--- src/rtl/timetag_cmd_pkg.sv ---
// Shared constants and encodings for the time-tagger host command receiver.
// Command bytes, receiver FSM states and the command decode helper.
package timetag_cmd_pkg;

  localparam logic [7:0] CMD_BYTE_START = 8'h53;
  localparam logic [7:0] CMD_BYTE_STOP  = 8'h50;
  localparam logic [7:0] CMD_BYTE_RESET = 8'h52;

  typedef enum logic [2:0] {
    ST_IDLE,
    ST_START,
    ST_DATA,
    ST_PARITY,
    ST_STOP
  } rx_state_e;

  typedef enum logic [1:0] {
    CMD_NONE,
    CMD_SET,
    CMD_CLR,
    CMD_RST
  } cmd_e;

  function automatic cmd_e decode_cmd(
    input logic [7:0] b,
    input logic [7:0] s,
    input logic [7:0] p,
    input logic [7:0] r
  );
    cmd_e c;
    c = CMD_NONE;
    if (b == s) c = CMD_SET;
    else if (b == p) c = CMD_CLR;
    else if (b == r) c = CMD_RST;
    return c;
  endfunction

endpackage

--- src/rtl/timetag_cmd_rx_if.sv ---
// Host-command link bundle: serial line in, tagger controls and strobes out.
// master = receiver side, slave = host/tagger side.
interface timetag_cmd_rx_if;

  logic       rx_in;
  logic       activate;
  logic       tagger_reset;
  logic [7:0] rx_data;
  logic       rx_valid;
  logic       frame_err;
  logic       unknown_cmd;

  modport master (
    input  rx_in,
    output activate,
    output tagger_reset,
    output rx_data,
    output rx_valid,
    output frame_err,
    output unknown_cmd
  );

  modport slave (
    output rx_in,
    input  activate,
    input  tagger_reset,
    input  rx_data,
    input  rx_valid,
    input  frame_err,
    input  unknown_cmd
  );

endinterface

--- src/rtl/uart_rx_core.sv ---
// UART receiver core: 2-flop synchronizer, bit-timing FSM, LSB-first shifter.
// CMD_RX_PARITY_EN adds an even-parity bit (8E1); default is 8N1.
module uart_rx_core
  import timetag_cmd_pkg::*;
#(
  parameter int CLKS_PER_BIT = 2604
) (
  input  logic       clk,
  input  logic       reset,
  input  logic       i_rx,
  output logic [7:0] o_byte,
  output logic       o_byte_valid,
  output logic       o_frame_err
);

  localparam int CW = $clog2(CLKS_PER_BIT);
  localparam logic [CW-1:0] HALF_M1 = CW'(CLKS_PER_BIT / 2 - 1);
  localparam logic [CW-1:0] FULL_M1 = CW'(CLKS_PER_BIT - 1);

`ifdef CMD_RX_PARITY_EN
  localparam rx_state_e AFTER_DATA = ST_PARITY;
`else
  localparam rx_state_e AFTER_DATA = ST_STOP;
`endif

  logic            r_s1;
  logic            r_s2;
  rx_state_e       r_state;
  logic [CW-1:0]   r_cnt;
  logic [2:0]      r_bit;
  logic [7:0]      r_shift;
  logic            r_armed;
  logic            w_half;
  logic            w_full;
  logic            w_par_err;
  logic            w_stop_smp;
  logic            w_good;

`ifdef CMD_RX_PARITY_EN
  logic r_par_err;
  assign w_par_err = r_par_err;
`else
  assign w_par_err = 1'b0;
`endif

  assign w_half     = (r_cnt == HALF_M1);
  assign w_full     = (r_cnt == FULL_M1);
  assign w_stop_smp = (r_state == ST_STOP) && w_full;
  assign w_good     = r_s2 && !w_par_err;

  assign o_byte       = r_shift;
  assign o_byte_valid = w_stop_smp && w_good;
  assign o_frame_err  = w_stop_smp && !w_good;

  always_ff @(posedge clk) begin
    if (reset) begin
      r_s1    <= 1'b1;
      r_s2    <= 1'b1;
      r_state <= ST_IDLE;
      r_cnt   <= '0;
      r_bit   <= '0;
      r_shift <= '0;
      r_armed <= 1'b1;
`ifdef CMD_RX_PARITY_EN
      r_par_err <= 1'b0;
`endif
    end else begin
      r_s1 <= i_rx;
      r_s2 <= r_s1;
      unique case (r_state)
        ST_IDLE: begin
          r_cnt <= '0;
          r_bit <= '0;
          // after a frame error the line must go idle before re-arming
          if (!r_armed) begin
            r_armed <= r_s2;
          end else if (!r_s2) begin
            r_state <= ST_START;
          end
        end
        ST_START: begin
          if (w_half) begin
            r_cnt   <= '0;
            r_state <= r_s2 ? ST_IDLE : ST_DATA;
          end else begin
            r_cnt <= r_cnt + CW'(1);
          end
        end
        ST_DATA: begin
          if (w_full) begin
            r_cnt   <= '0;
            r_shift <= {r_s2, r_shift[7:1]};
            r_bit   <= r_bit + 3'd1;
            if (r_bit == 3'd7) r_state <= AFTER_DATA;
          end else begin
            r_cnt <= r_cnt + CW'(1);
          end
        end
`ifdef CMD_RX_PARITY_EN
        ST_PARITY: begin
          if (w_full) begin
            r_cnt     <= '0;
            r_par_err <= r_s2 ^ (^r_shift);
            r_state   <= ST_STOP;
          end else begin
            r_cnt <= r_cnt + CW'(1);
          end
        end
`endif
        ST_STOP: begin
          if (w_full) begin
            r_cnt   <= '0;
            r_state <= ST_IDLE;
            if (!w_good) r_armed <= 1'b0;
          end else begin
            r_cnt <= r_cnt + CW'(1);
          end
        end
        default: begin
          r_cnt   <= '0;
          r_state <= ST_IDLE;
        end
      endcase
    end
  end

endmodule

--- src/rtl/timetag_cmd_rx.sv ---
// Host-command front end: UART bytes -> tagger activate level and reset pulse.
// Build option CMD_RX_PARITY_EN selects 8E1 framing in uart_rx_core.
module timetag_cmd_rx
  import timetag_cmd_pkg::*;
#(
  parameter int         CLKS_PER_BIT     = 2604,
  parameter int         RST_PULSE_CYCLES = 4,
  parameter logic [7:0] CMD_START        = CMD_BYTE_START,
  parameter logic [7:0] CMD_STOP         = CMD_BYTE_STOP,
  parameter logic [7:0] CMD_RESET        = CMD_BYTE_RESET
) (
  input logic             clk,
  input logic             reset,
  timetag_cmd_rx_if.master bus
);

  localparam int RW = $clog2(RST_PULSE_CYCLES + 1);

  logic [7:0]    w_byte;
  logic          w_valid;
  logic          w_ferr;
  cmd_e          w_cmd;
  logic [7:0]    r_data;
  logic          r_valid;
  logic          r_ferr;
  logic          r_unk;
  logic          r_act;
  logic          r_trst;
  logic [RW-1:0] r_rcnt;

  uart_rx_core #(
    .CLKS_PER_BIT(CLKS_PER_BIT)
  ) u_core (
    .clk         (clk),
    .reset       (reset),
    .i_rx        (bus.rx_in),
    .o_byte      (w_byte),
    .o_byte_valid(w_valid),
    .o_frame_err (w_ferr)
  );

  assign w_cmd = decode_cmd(w_byte, CMD_START, CMD_STOP, CMD_RESET);

  always_ff @(posedge clk) begin
    if (reset) begin
      r_data  <= '0;
      r_valid <= 1'b0;
      r_ferr  <= 1'b0;
      r_unk   <= 1'b0;
      r_act   <= 1'b0;
      r_trst  <= 1'b0;
      r_rcnt  <= '0;
    end else begin
      r_valid <= w_valid;
      r_ferr  <= w_ferr;
      r_unk   <= w_valid && (w_cmd == CMD_NONE);
      // pulse trails the count by one cycle so it starts after rx_valid
      r_trst  <= (r_rcnt != '0);
      if (w_valid) r_data <= w_byte;
      if (w_valid && (w_cmd == CMD_RST)) begin
        r_rcnt <= RW'(RST_PULSE_CYCLES);
      end else if (r_rcnt != '0) begin
        r_rcnt <= r_rcnt - RW'(1);
      end
      if (w_valid) begin
        unique case (1'b1)
          (w_cmd == CMD_SET): r_act <= 1'b1;
          (w_cmd == CMD_CLR): r_act <= 1'b0;
          (w_cmd == CMD_RST): r_act <= 1'b0;
          default:            r_act <= r_act;
        endcase
      end
    end
  end

  assign bus.activate     = r_act;
  assign bus.tagger_reset = r_trst;
  assign bus.rx_data      = r_data;
  assign bus.rx_valid     = r_valid;
  assign bus.frame_err    = r_ferr;
  assign bus.unknown_cmd  = r_unk;

endmodule

--- src/flat_wrapper.sv ---
// flat-port wrapper written by rule: the top's interface ports become plain ports
module timetag_cmd_rx_flat import timetag_cmd_pkg::*;
#(
  parameter int         CLKS_PER_BIT     = 2604,
  parameter int         RST_PULSE_CYCLES = 4,
  parameter logic [7:0] CMD_START        = CMD_BYTE_START,
  parameter logic [7:0] CMD_STOP         = CMD_BYTE_STOP,
  parameter logic [7:0] CMD_RESET        = CMD_BYTE_RESET
)
  (clk, reset, bus_rx_in, bus_activate, bus_tagger_reset, bus_rx_data, bus_rx_valid, bus_frame_err, bus_unknown_cmd);
  timetag_cmd_rx_if bus_i ();
  input logic clk;
  input logic reset;
  input wire logic [$bits(bus_i.rx_in)-1:0] bus_rx_in;
  output wire logic [$bits(bus_i.activate)-1:0] bus_activate;
  output wire logic [$bits(bus_i.tagger_reset)-1:0] bus_tagger_reset;
  output wire logic [$bits(bus_i.rx_data)-1:0] bus_rx_data;
  output wire logic [$bits(bus_i.rx_valid)-1:0] bus_rx_valid;
  output wire logic [$bits(bus_i.frame_err)-1:0] bus_frame_err;
  output wire logic [$bits(bus_i.unknown_cmd)-1:0] bus_unknown_cmd;
  assign bus_i.rx_in = bus_rx_in;
  assign bus_activate = bus_i.activate;
  assign bus_tagger_reset = bus_i.tagger_reset;
  assign bus_rx_data = bus_i.rx_data;
  assign bus_rx_valid = bus_i.rx_valid;
  assign bus_frame_err = bus_i.frame_err;
  assign bus_unknown_cmd = bus_i.unknown_cmd;
  timetag_cmd_rx #(.CLKS_PER_BIT(CLKS_PER_BIT), .RST_PULSE_CYCLES(RST_PULSE_CYCLES), .CMD_START(CMD_START), .CMD_STOP(CMD_STOP), .CMD_RESET(CMD_RESET)) u_core (.clk(clk), .reset(reset), .bus(bus_i));
endmodule
--- config.mk ---
export PLATFORM = sky130hd
export DESIGN_NAME = timetag_cmd_rx_flat
export DESIGN_NICKNAME = d
export VERILOG_FILES = /design/src/rtl/timetag_cmd_pkg.sv /design/src/rtl/timetag_cmd_rx_if.sv /design/src/rtl/uart_rx_core.sv /design/src/rtl/timetag_cmd_rx.sv /design/src/flat_wrapper.sv
export SDC_FILE = /design/constraint.sdc
export NUM_CORES = 1
export LEC_CHECK = 0
export ABC_CLOCK_PERIOD_IN_PS = 2800
export CAP_MARGIN = 30
export CORE_ASPECT_RATIO = 0.6
export CORE_MARGIN = 4
export CORE_UTILIZATION = 26
export CTS_CLUSTER_DIAMETER = 60
export DETAILED_ROUTE_END_ITERATION = 10
export GPL_ROUTABILITY_DRIVEN = 1
export PLACE_DENSITY = 0.48
export SLEW_MARGIN = 5
export SYNTH_ARGS = -nofsm -noshare
export SYNTH_HDL_FRONTEND = slang
export SYNTH_SLANG_ARGS = --single-unit
--- constraint.sdc ---
create_clock -name clk -period 2.8 [get_ports clk]
set_input_delay 0.56 -clock clk [delete_from_list [all_inputs] [get_ports clk]]
set_output_delay 0.56 -clock clk [all_outputs]
set_load 0.05 [all_outputs]
==> metrics.txt <==
grt ovf=0; delay-heaviest family, CP=buffers and inverters; Initial Util=27.1%; first-pass GRT wire length=7210 um; Period minus WS final=1.99 ns; Setup Slack @ Placement=0.838 ns; P per Cell Area=663 nW/um2; clk slew on worst S/H paths=0.07 ns; Fin Setup TNS=0 ns; worst r2r path cells=5; sequential fraction of the synthesis area=45.2%; # DRC=0; crit path DAT=1.43 ns; Clk network pwr share=47.5%; synthesis warning total=0; I/O pin cnt=16; buffer and inverter count on the worst path=1; row cnt=24; share of layout cells above drive strength 1=6.50%; Post-CTS Setup Inserts=0; vias in the first global route=1,476; syn nets=243; clock sinks=45; Clock Latency Late Sink=0.28 ns; ys flop type=dfxtp_1; Synth cell types=42; RSZ-0062 raised after global routing=no; core area=7360 um2; post-synth top area cell=dfxtp_1; Detailed Place HPWL=2960 um; Leakage=0.819 nW; internal power=0.00125 W; final antenna-violating net count=0; final instance area=2430 um2; slowest stage cell, crit path=clkdlybuf4s50_1; actual slew at the worst max-slew pin=0.562 ns; hold wc startpoint=u_core.u_core.r_s1; most common cell in the synthesized netlist=dfxtp_1; final worst-path cycle share=71.2%; Flop pwr share=42.4%; NetSw=0.000361 W; synthesized instance count=233; Placed Instances=342; CTS buffer count=5; pin count of the biggest net entering global routing=28; number of instances on the worst hold path=1; PnR worst setup slack=0.806 ns; worst r2r dst=u_core.bus.activate; Via density=4.61; syn_area_per_cell=8.56 um2; H-tree depth=2; Pre-antenna DRT Iters=4; setup violators final=0; switch share=22.4%; hold buffers post-CTS=0; top cell type's share of synthesized area=45.2%; hold endpoint=u_core.u_core.r_s2; worst clock skew=0.00779 ns; class of the worst hold path=reg -> reg; Yosys reg bits=45; Slew HR=62.0%; number of synthesized flops with an enable pin=0; DIE HEIGHT=75.8 um; routed len/inst=12.0 um; ant diodes=0; total global-route track usage=9.79%; Max-cap violations=0; required time of the worst setup path=2.24 ns; R2R Path Start=u_core.u_core.r_cnt[0]; combinational power share=10.1%; Hold Vio Cnt, Final=0; clock tree buffer depth=2; top cells by area, synth=dfxtp_1 (45%), nand2_1 (7.5%), a21oi_1 (6.3%); CTS tree=built; CP Launch Type=flop; WL final=4180 um; Fill cells=748; Placed Area=2230 um2; Iteration-0 DRC Markers=103; r2r setup slk=0.91 ns; Die X=121 um; synth cell count leaders=dfxtp_1 (45), nand2_1 (40), a21oi_1 (25), nor2_1 (22), nor3_1 (10); die area=9180 um2; Synth-to-Final Area Change=21.7%; Synth Cell Area=1990 um2; Clock Root Buffer=clkbuf_16; post-route non-filler standard cell count=350; outcome=finished clean; maximum vdd drop=244 uV; routed vias=1,614; Max stage delay on crit path=0.80 ns; Fmax achieved=502 MHz; Crit Path Max Fanout=2; max-slew violation count=0; endpoint type of the worst setup path=primary output; nets=255; crit path cell chain=clkdlybuf4s50_1; critical setup path kind=reg -> out; RePlAce Congestion=0.770; fraction of registers with async set/reset=0%; Post-CTS Resized=0; initial antenna violation count=0; I/O Buffers=15
-- cells by family after synthesis --
group           after synthesis  synth area share, %
compound gates               36                 10.4
fa+ha+maj                     7                 4.39
buf+inv                      18                 3.95
xor+xnor                     12                 5.27
flops                        45                 45.2
simple gates                115                 30.8
-- per-layer routing --
layer / share of wire, % / GRT usage (%) / vias to the layer above
li1: - / - / 835
met1: 55 / 14.2 / 744
met2: 38 / 13.7 / 33
met3: 5.9 / 3.41 / 2
met4: 0.55 / 2.64 / 0
met5: 0 / 0 / -
-- power groups by stage --
stage          clock, W  sequential, W  combinational [W]
2_1_floorplan         0       0.000716           0.000107
3_3_place_gp          0       0.000698           0.000162
3_5_place_dp          0       0.000698           0.000163
4_1_cts        0.000783       0.000683           0.000164
5_1_grt        0.000807       0.000687           0.000191
6_report       0.000764       0.000683           0.000163
-- state kept, by name (all words and copies together) (netlist names) --
| register | flops |
|---|---|
| u_core.u_core.o_byte | 8 |
| u_core.bus.unknown_cmd | 1 |
| u_core.bus.frame_err | 1 |
| u_core.bus.rx_data | 8 |
| u_core.bus.activate | 1 |
| u_core.u_core.r_s2 | 1 |
| u_core.u_core.r_bit | 3 |
| u_core.bus.tagger_reset | 1 |
| u_core.bus.rx_valid | 1 |
| u_core.u_core.r_armed | 1 |
| u_core.r_rcnt | 3 |
| u_core.u_core.r_state | 3 |
| u_core.u_core.r_cnt | 12 |
| u_core.u_core.r_s1 | 1 |
-- layout make-up --
| class | instances | area, um2 | share of cell area, % |
|---|---|---|---|
| Clock buffer | 5 | 125 | 5.15 |
| Clock inverter | 3 | 68.8 | 2.84 |
| Inverter | 6 | 22.5 | 0.928 |
| Multi-Input combinational cell | 170 | 1010 | 41.8 |
| Sequential cell | 45 | 901 | 37.1 |
| Tap cell | 104 | 130 | 5.36 |
| Timing Repair Buffer | 17 | 165 | 6.80 |
-- per-stage QoR --
stage               utilization (%)  hold slack [ns]  total power (W)
floorplan                         -            0.389         0.000823
global placement               30.4            0.408         0.000860
detailed placement             30.4            0.403         0.000860
CTS                            33.0            0.434          0.00163
global route                   33.0            0.458          0.00169
finish                         33.0            0.433          0.00161
-- worst max-delay path by stage --
stage,to,startpoint,slack (ns),cells past startpoint
3_3_place_gp,u_core.bus.unknown_cmd,reset,0.84,4
2_1_floorplan,u_core.u_core.r_cnt[10],u_core.u_core.r_cnt[0],1.14,7
5_1_grt,u_core.bus.activate,u_core.u_core.r_cnt[0],0.69,5
3_5_place_dp,u_core.bus.unknown_cmd,reset,0.84,4
6_report,bus_activate,u_core.bus.activate,0.81,1
4_1_cts,bus_activate,u_core.bus.activate,0.80,1
-- layout by cell type (no fill, tap or decap), types with 3 or more instances in the layout --
master           instances
dfxtp_1                 45
nand2_1                 40
a21oi_1                 25
nor2_1                  22
clkdlybuf4s50_1         15
nor3_1                  10
nand3_1                  9
xor2_1                   7
ha_1                     7
inv_1                    6
nor3b_1                  6
xnor2_1                  5
clkbuf_16                5
and4_1                   4
nand4_1                  3
and3_1                   3
Power figures use the tool's default switching activity.
